--- config.mk ---
export PLATFORM = sky130hd
export DESIGN_NAME = dff_pipe_family
export DESIGN_NICKNAME = d
export VERILOG_FILES = /design/src/rtl/dff_pipe_family.sv
export SDC_FILE = /design/constraint.sdc
export NUM_CORES = 2
export LEC_CHECK = 0
export BUFFER_PORTS_ARGS = -buffer_cell sky130_fd_sc_hd__buf_4
export CORE_AREA = 2 2 397 399
export DETAILED_ROUTE_END_ITERATION = 7
export DIE_AREA = 0 0 399 401
export RECOVER_POWER = 100
export SYNTH_ARGS = -nofsm -noshare
export SYNTH_HDL_FRONTEND = slang
export SYNTH_SLANG_ARGS = --single-unit
--- constraint.sdc ---
create_clock -name clk -period 1.3 [get_ports clk]
set_input_delay 0.26 -clock clk [delete_from_list [all_inputs] [get_ports clk]]
set_output_delay 0.26 -clock clk [all_outputs]
set_load 0.005 [all_outputs]
--- src/rtl/dff_pipe_family.sv ---
// Enable-gated delay chains with synchronous active-low clear: dff (vector),
// dff2 (1-D array), dff3 (2-D array), and a top wrapper exercising all three.

module dff #(
  parameter int WIDTH         = 1,
  parameter int PIPE_DEPTH    = 1,
  parameter int RETIME_STATUS = 0
) (
  input  logic             clk,
  input  logic             rst,
  input  logic             en,
  input  logic [WIDTH-1:0] in,
  output logic [WIDTH-1:0] out
);

  if (PIPE_DEPTH == 0) begin : g_wire
    // No storage at zero depth; clock and controls are intentionally dropped.
    logic unused_ctrl;
    assign unused_ctrl = ^{clk, rst, en};
    assign out = in;
  end else begin : g_pipe
    logic [WIDTH-1:0] stage_q [PIPE_DEPTH];
    logic [WIDTH-1:0] stage_d [PIPE_DEPTH];

    always_comb begin
      for (int k = 0; k < PIPE_DEPTH; k++) stage_d[k] = stage_q[k];
      if (!rst) begin
        for (int k = 0; k < PIPE_DEPTH; k++) stage_d[k] = '0;
      end else if (en) begin
        stage_d[0] = in;
        for (int k = 1; k < PIPE_DEPTH; k++) stage_d[k] = stage_q[k-1];
      end
    end

    // Separate hierarchy names let timing constraints target the fixed chains.
    if (RETIME_STATUS == 0) begin : g_no_retime
      always_ff @(posedge clk) stage_q <= stage_d;
    end else begin : g_retime
      always_ff @(posedge clk) stage_q <= stage_d;
    end

    assign out = stage_q[PIPE_DEPTH-1];
  end

endmodule

module dff2 #(
  parameter int WIDTH         = 1,
  parameter int PIPE_DEPTH    = 1,
  parameter int RETIME_STATUS = 0,
  parameter int ARRAY_SIZE    = 1
) (
  input  logic                             clk,
  input  logic                             rst,
  input  logic                             en,
  input  logic [ARRAY_SIZE-1:0][WIDTH-1:0] in,
  output logic [ARRAY_SIZE-1:0][WIDTH-1:0] out
);

  // Elements share controls, so one flattened chain keeps every index aligned.
  dff #(
    .WIDTH        (WIDTH * ARRAY_SIZE),
    .PIPE_DEPTH   (PIPE_DEPTH),
    .RETIME_STATUS(RETIME_STATUS)
  ) u_flat (
    .clk(clk),
    .rst(rst),
    .en (en),
    .in (in),
    .out(out)
  );

endmodule

module dff3 #(
  parameter int WIDTH         = 1,
  parameter int PIPE_DEPTH    = 1,
  parameter int RETIME_STATUS = 0,
  parameter int ARRAY_SIZE1   = 1,
  parameter int ARRAY_SIZE2   = 1
) (
  input  logic                                               clk,
  input  logic                                               rst,
  input  logic                                               en,
  input  logic [ARRAY_SIZE1-1:0][ARRAY_SIZE2-1:0][WIDTH-1:0] in,
  output logic [ARRAY_SIZE1-1:0][ARRAY_SIZE2-1:0][WIDTH-1:0] out
);

  dff #(
    .WIDTH        (WIDTH * ARRAY_SIZE1 * ARRAY_SIZE2),
    .PIPE_DEPTH   (PIPE_DEPTH),
    .RETIME_STATUS(RETIME_STATUS)
  ) u_flat (
    .clk(clk),
    .rst(rst),
    .en (en),
    .in (in),
    .out(out)
  );

endmodule

module dff_pipe_family #(
  parameter int WIDTH       = 32,
  parameter int MAT_WIDTH   = 24,
  parameter int PIPE_DEPTH  = 3,
  parameter int ARRAY_SIZE  = 3,
  parameter int ARRAY_SIZE1 = 3,
  parameter int ARRAY_SIZE2 = 3
) (
  input  logic                                                   clk,
  input  logic                                                   rst,
  input  logic                                                   en,
  input  logic [WIDTH-1:0]                                       in,
  output logic [WIDTH-1:0]                                       out,
  output logic [WIDTH-1:0]                                       short_out,
  input  logic [ARRAY_SIZE-1:0][WIDTH-1:0]                       arr_in,
  output logic [ARRAY_SIZE-1:0][WIDTH-1:0]                       arr_out,
  output logic [ARRAY_SIZE-1:0][WIDTH-1:0]                       arr_thru_out,
  input  logic [ARRAY_SIZE1-1:0][ARRAY_SIZE2-1:0][MAT_WIDTH-1:0] mat_in,
  output logic [ARRAY_SIZE1-1:0][ARRAY_SIZE2-1:0][MAT_WIDTH-1:0] mat_out,
  output logic [ARRAY_SIZE1-1:0][ARRAY_SIZE2-1:0][MAT_WIDTH-1:0] mat_short_out
);

  dff #(.WIDTH(WIDTH), .PIPE_DEPTH(PIPE_DEPTH)) u_dff (
    .clk(clk), .rst(rst), .en(en), .in(in), .out(out)
  );

  // One stage shorter: its output leads out by exactly one enabled cycle.
  dff #(.WIDTH(WIDTH), .PIPE_DEPTH(PIPE_DEPTH - 1), .RETIME_STATUS(1)) u_dff_short (
    .clk(clk), .rst(rst), .en(en), .in(in), .out(short_out)
  );

  dff2 #(.WIDTH(WIDTH), .PIPE_DEPTH(PIPE_DEPTH), .ARRAY_SIZE(ARRAY_SIZE)) u_dff2 (
    .clk(clk), .rst(rst), .en(en), .in(arr_in), .out(arr_out)
  );

  dff2 #(.WIDTH(WIDTH), .PIPE_DEPTH(0), .ARRAY_SIZE(ARRAY_SIZE)) u_dff2_thru (
    .clk(clk), .rst(rst), .en(en), .in(arr_in), .out(arr_thru_out)
  );

  dff3 #(
    .WIDTH(MAT_WIDTH), .PIPE_DEPTH(PIPE_DEPTH),
    .ARRAY_SIZE1(ARRAY_SIZE1), .ARRAY_SIZE2(ARRAY_SIZE2)
  ) u_dff3 (
    .clk(clk), .rst(rst), .en(en), .in(mat_in), .out(mat_out)
  );

  dff3 #(
    .WIDTH(MAT_WIDTH), .PIPE_DEPTH(PIPE_DEPTH - 1),
    .ARRAY_SIZE1(ARRAY_SIZE1), .ARRAY_SIZE2(ARRAY_SIZE2)
  ) u_dff3_short (
    .clk(clk), .rst(rst), .en(en), .in(mat_in), .out(mat_short_out)
  );

endmodule

==> qor.csv <==
metric,value,unit
HP Start,en,
"commonest non-fill, non-tap cell in the layout",mux2i_1,
area grow syn2layout,41.1,%
fin crit share,116,%
CP cell instances,buf_6,
initial antenna violation count,15,
largest net degree at the start of global routing,103,
DR DRC count,0,
multi-input logic area,16800,um2
Critical Path Max Stage Delay,0.40,ns
Post-Synthesis Cell Area,44100,um2
drt initial violations,1274,
Place WS,-0.127,ns
total clock sinks,1032,
final cell count without fillers,7212,
layout cells sized above 1,43.1,%
cell count after synthesis,4014,
Hold Path Class,input port to flop,
DR vias,29136,
core area,156000,um2
crit-path max FO,2,
1st-pass router iterations,4,
CP max stage cell,dfxtp_1,
Cells after DPL,6332,
Synthesized Nets,4361,
fill cell total of the finished layout,14892,
Final Hold Viols,0,
Synth area leader,dfxtp_1,
fin util,40.0,%
CTS tree,yes,
CP startpoint,u_dff3_short.u_flat.out[4]$_SDFFE_PN0P_,
Final setup viols,799,
Lkg Pwr,27.6,nW
Layout Nets,5396,
CTS Buf Count,114,
Fin Clk Skew,0.0529,ns
Least-Margin Pin Slew,0.915,ns
CTS Buffer Depth,3,
Worst EP required,1.04,ns
DR WL/cell,17.4,um
latest clock arrival within the worst-skew pair,0.73,ns
Reg2Reg Setup Slack,0.09,ns
Routed WL,126000,um
Die H,401,um
clock slew at reported path FFs,0.06,ns
Seq. cell area,21600,um2
H-tree levels,3,
initial core utilization,28.3,%
GRT Overall Usage,14.9,%
crit path DAT,1.25,ns
number of port buffers,1034,
RR Endpoint,u_dff3_short.u_flat.g_pipe.stage_q[280]$_SDFFE_PN0P_,
GPL Wtd Cong,0.841,
max frequency,663,MHz
synthesis warning total,0,
RSZ-0062 raised after global routing,yes,
total power,74.6,mW
Worst setup SP type,flop,
Seq cells post-synth,1032,
DIE AREA,160000,um2
IO Count,1035,
Final ANT Viol Nets,0,
final worst setup slack,-0.209,ns
Final Critical Period,1.51,ns
crit path kind,flop to output port,
failing checks,negative setup slack,
num rows,145,
dpl hpwl,87800,um
sequential fraction of the synthesis area,46.9,%
"CP delay by family, top",flip-flops,
CP bufs+invs,1,
reg2reg start,u_dff3_short.u_flat.g_pipe.stage_q[280]$_SDFFE_PN0P_,
Max-cap violations,0,
"Avg Cell Area, Syn",11.0,um2
power density over the cells,1200,nW/um2
most frequent cells in the layout,"mux2i_1, nor2b_1, buf_4",
Crit. End Element,output port,
CTS root buffer,clkbuf_16,
Max IR drop VDD,1040,uV
first-pass GRT wire length,184000,um
Slew Limit Fails,0,
Die X,399,um
vias in the first global route,29758,
instance count on the critical path,1,
worst r2r path cells,3,
number of vias per cell,4.04,
Yosys cell types,9,
largest cells by area after synthesis,"dfxtp_1, mux2i_1, nor2b_1",
total grt overflow,0,
Synth top area share,46.9,%
run status,"finished, violations left",
CP Capture Point,mat_short_out[4],
Slew headroom,39.0,%
## sequential cells by signal, summed over array words and instances (netlist names)
register                            count
u_dff2.u_flat.g_pipe.stage_q          192
u_dff3_short.u_flat.out               216
u_dff_short.out                        32
u_dff2.u_flat.out                      96
u_dff.out                              32
u_dff_short.g_pipe.stage_q             32
u_dff3.u_flat.out                     216
u_dff3_short.u_flat.g_pipe.stage_q    216
## report_power, final
group / total (mW) / internal (mW) / switching (mW)
clock network: 32.9 / 19.3 / 13.6
logic: 8.11 / 4.92 / 3.19
registers: 33.6 / 32.8 / 0.819
total: 74.6 / 57.0 / 17.6
## worst min path at each step
| stage | endpoint | slack (ns) | cells past startpoint |
|---|---|---|---|
| after floorplan | u_dff2.u_flat.g_pipe.stage_q[192]$_SDFFE_PN0P_ | 0.43 | 2 |
| after global placement | u_dff2.u_flat.g_pipe.stage_q[186]$_SDFFE_PN0P_ | 0.49 | 2 |
| after detailed placement | u_dff2.u_flat.g_pipe.stage_q[120]$_SDFFE_PN0P_ | 0.50 | 2 |
| after CTS | u_dff2.u_flat.out[75]$_SDFFE_PN0P_ | 0.12 | 4 |
| after global routing | u_dff3_short.u_flat.g_pipe.stage_q[373]$_SDFFE_PN0P_ | 0.17 | 4 |
| final | u_dff_short.out[9]$_SDFFE_PN0P_ | 0.21 | 4 |
## synthesized netlist by cell type
master    count
buf_8         2
buf_2         8
clkbuf_1    111
buf_4       752
nor2b_1    1032
buf_12        1
mux2i_1    1032
buf_6        44
dfxtp_1    1032
## what timing repair did
action	CTS	global route
hold buffers	361	0
pin swaps	0	0
gates resized for setup	1271	8
buffers inserted	254	43
endpoints found under the hold margin	372	0
endpoints found under the setup margin	592	595
cloned	0	1
## per-stage QoR
step | cell area, um2 | hold WS [ns] | setup TNS, ns
floorplan | 44100 | 0.429 | 0
detailed placement | 49500 | 0.502 | -35.72
global placement | 49500 | 0.491 | -24.76
global route | 62200 | 0.169 | -149.88
finish | 62200 | 0.206 | -75.61
CTS | 62100 | 0.120 | -124.72
## final cells by class
| class | instances | area share, % |
|---|---|---|
| clock inverters | 35 | 0.730 |
| repair buffers | 1837 | 27.9 |
| flip-flops and latches | 1032 | 34.7 |
| diodes | 11 | 0.0443 |
| multi-input cells | 2064 | 27.0 |
| well taps | 2058 | 4.14 |
| clock buffers | 175 | 5.54 |
## logic make-up (layout without fill, tap and decap cells)
kind of cell | count (synthesis) | in the layout | synth area share [%]
simple gates | 1032 | 1032 | 14.6
flops | 1032 | 1032 | 46.9
mux | 1032 | 1032 | 23.4
buf+inv | 918 | 2047 | 15.1
other cells | 0 | 11 | 0
## routing by layer
metal	part of all wire, %	GRT usage (%)
met1	41	17.2
met2	48	25.5
met3	8.1	5.18
met4	2.8	4.75
met5	0.014	0
Power figures use the tool's default switching activity.
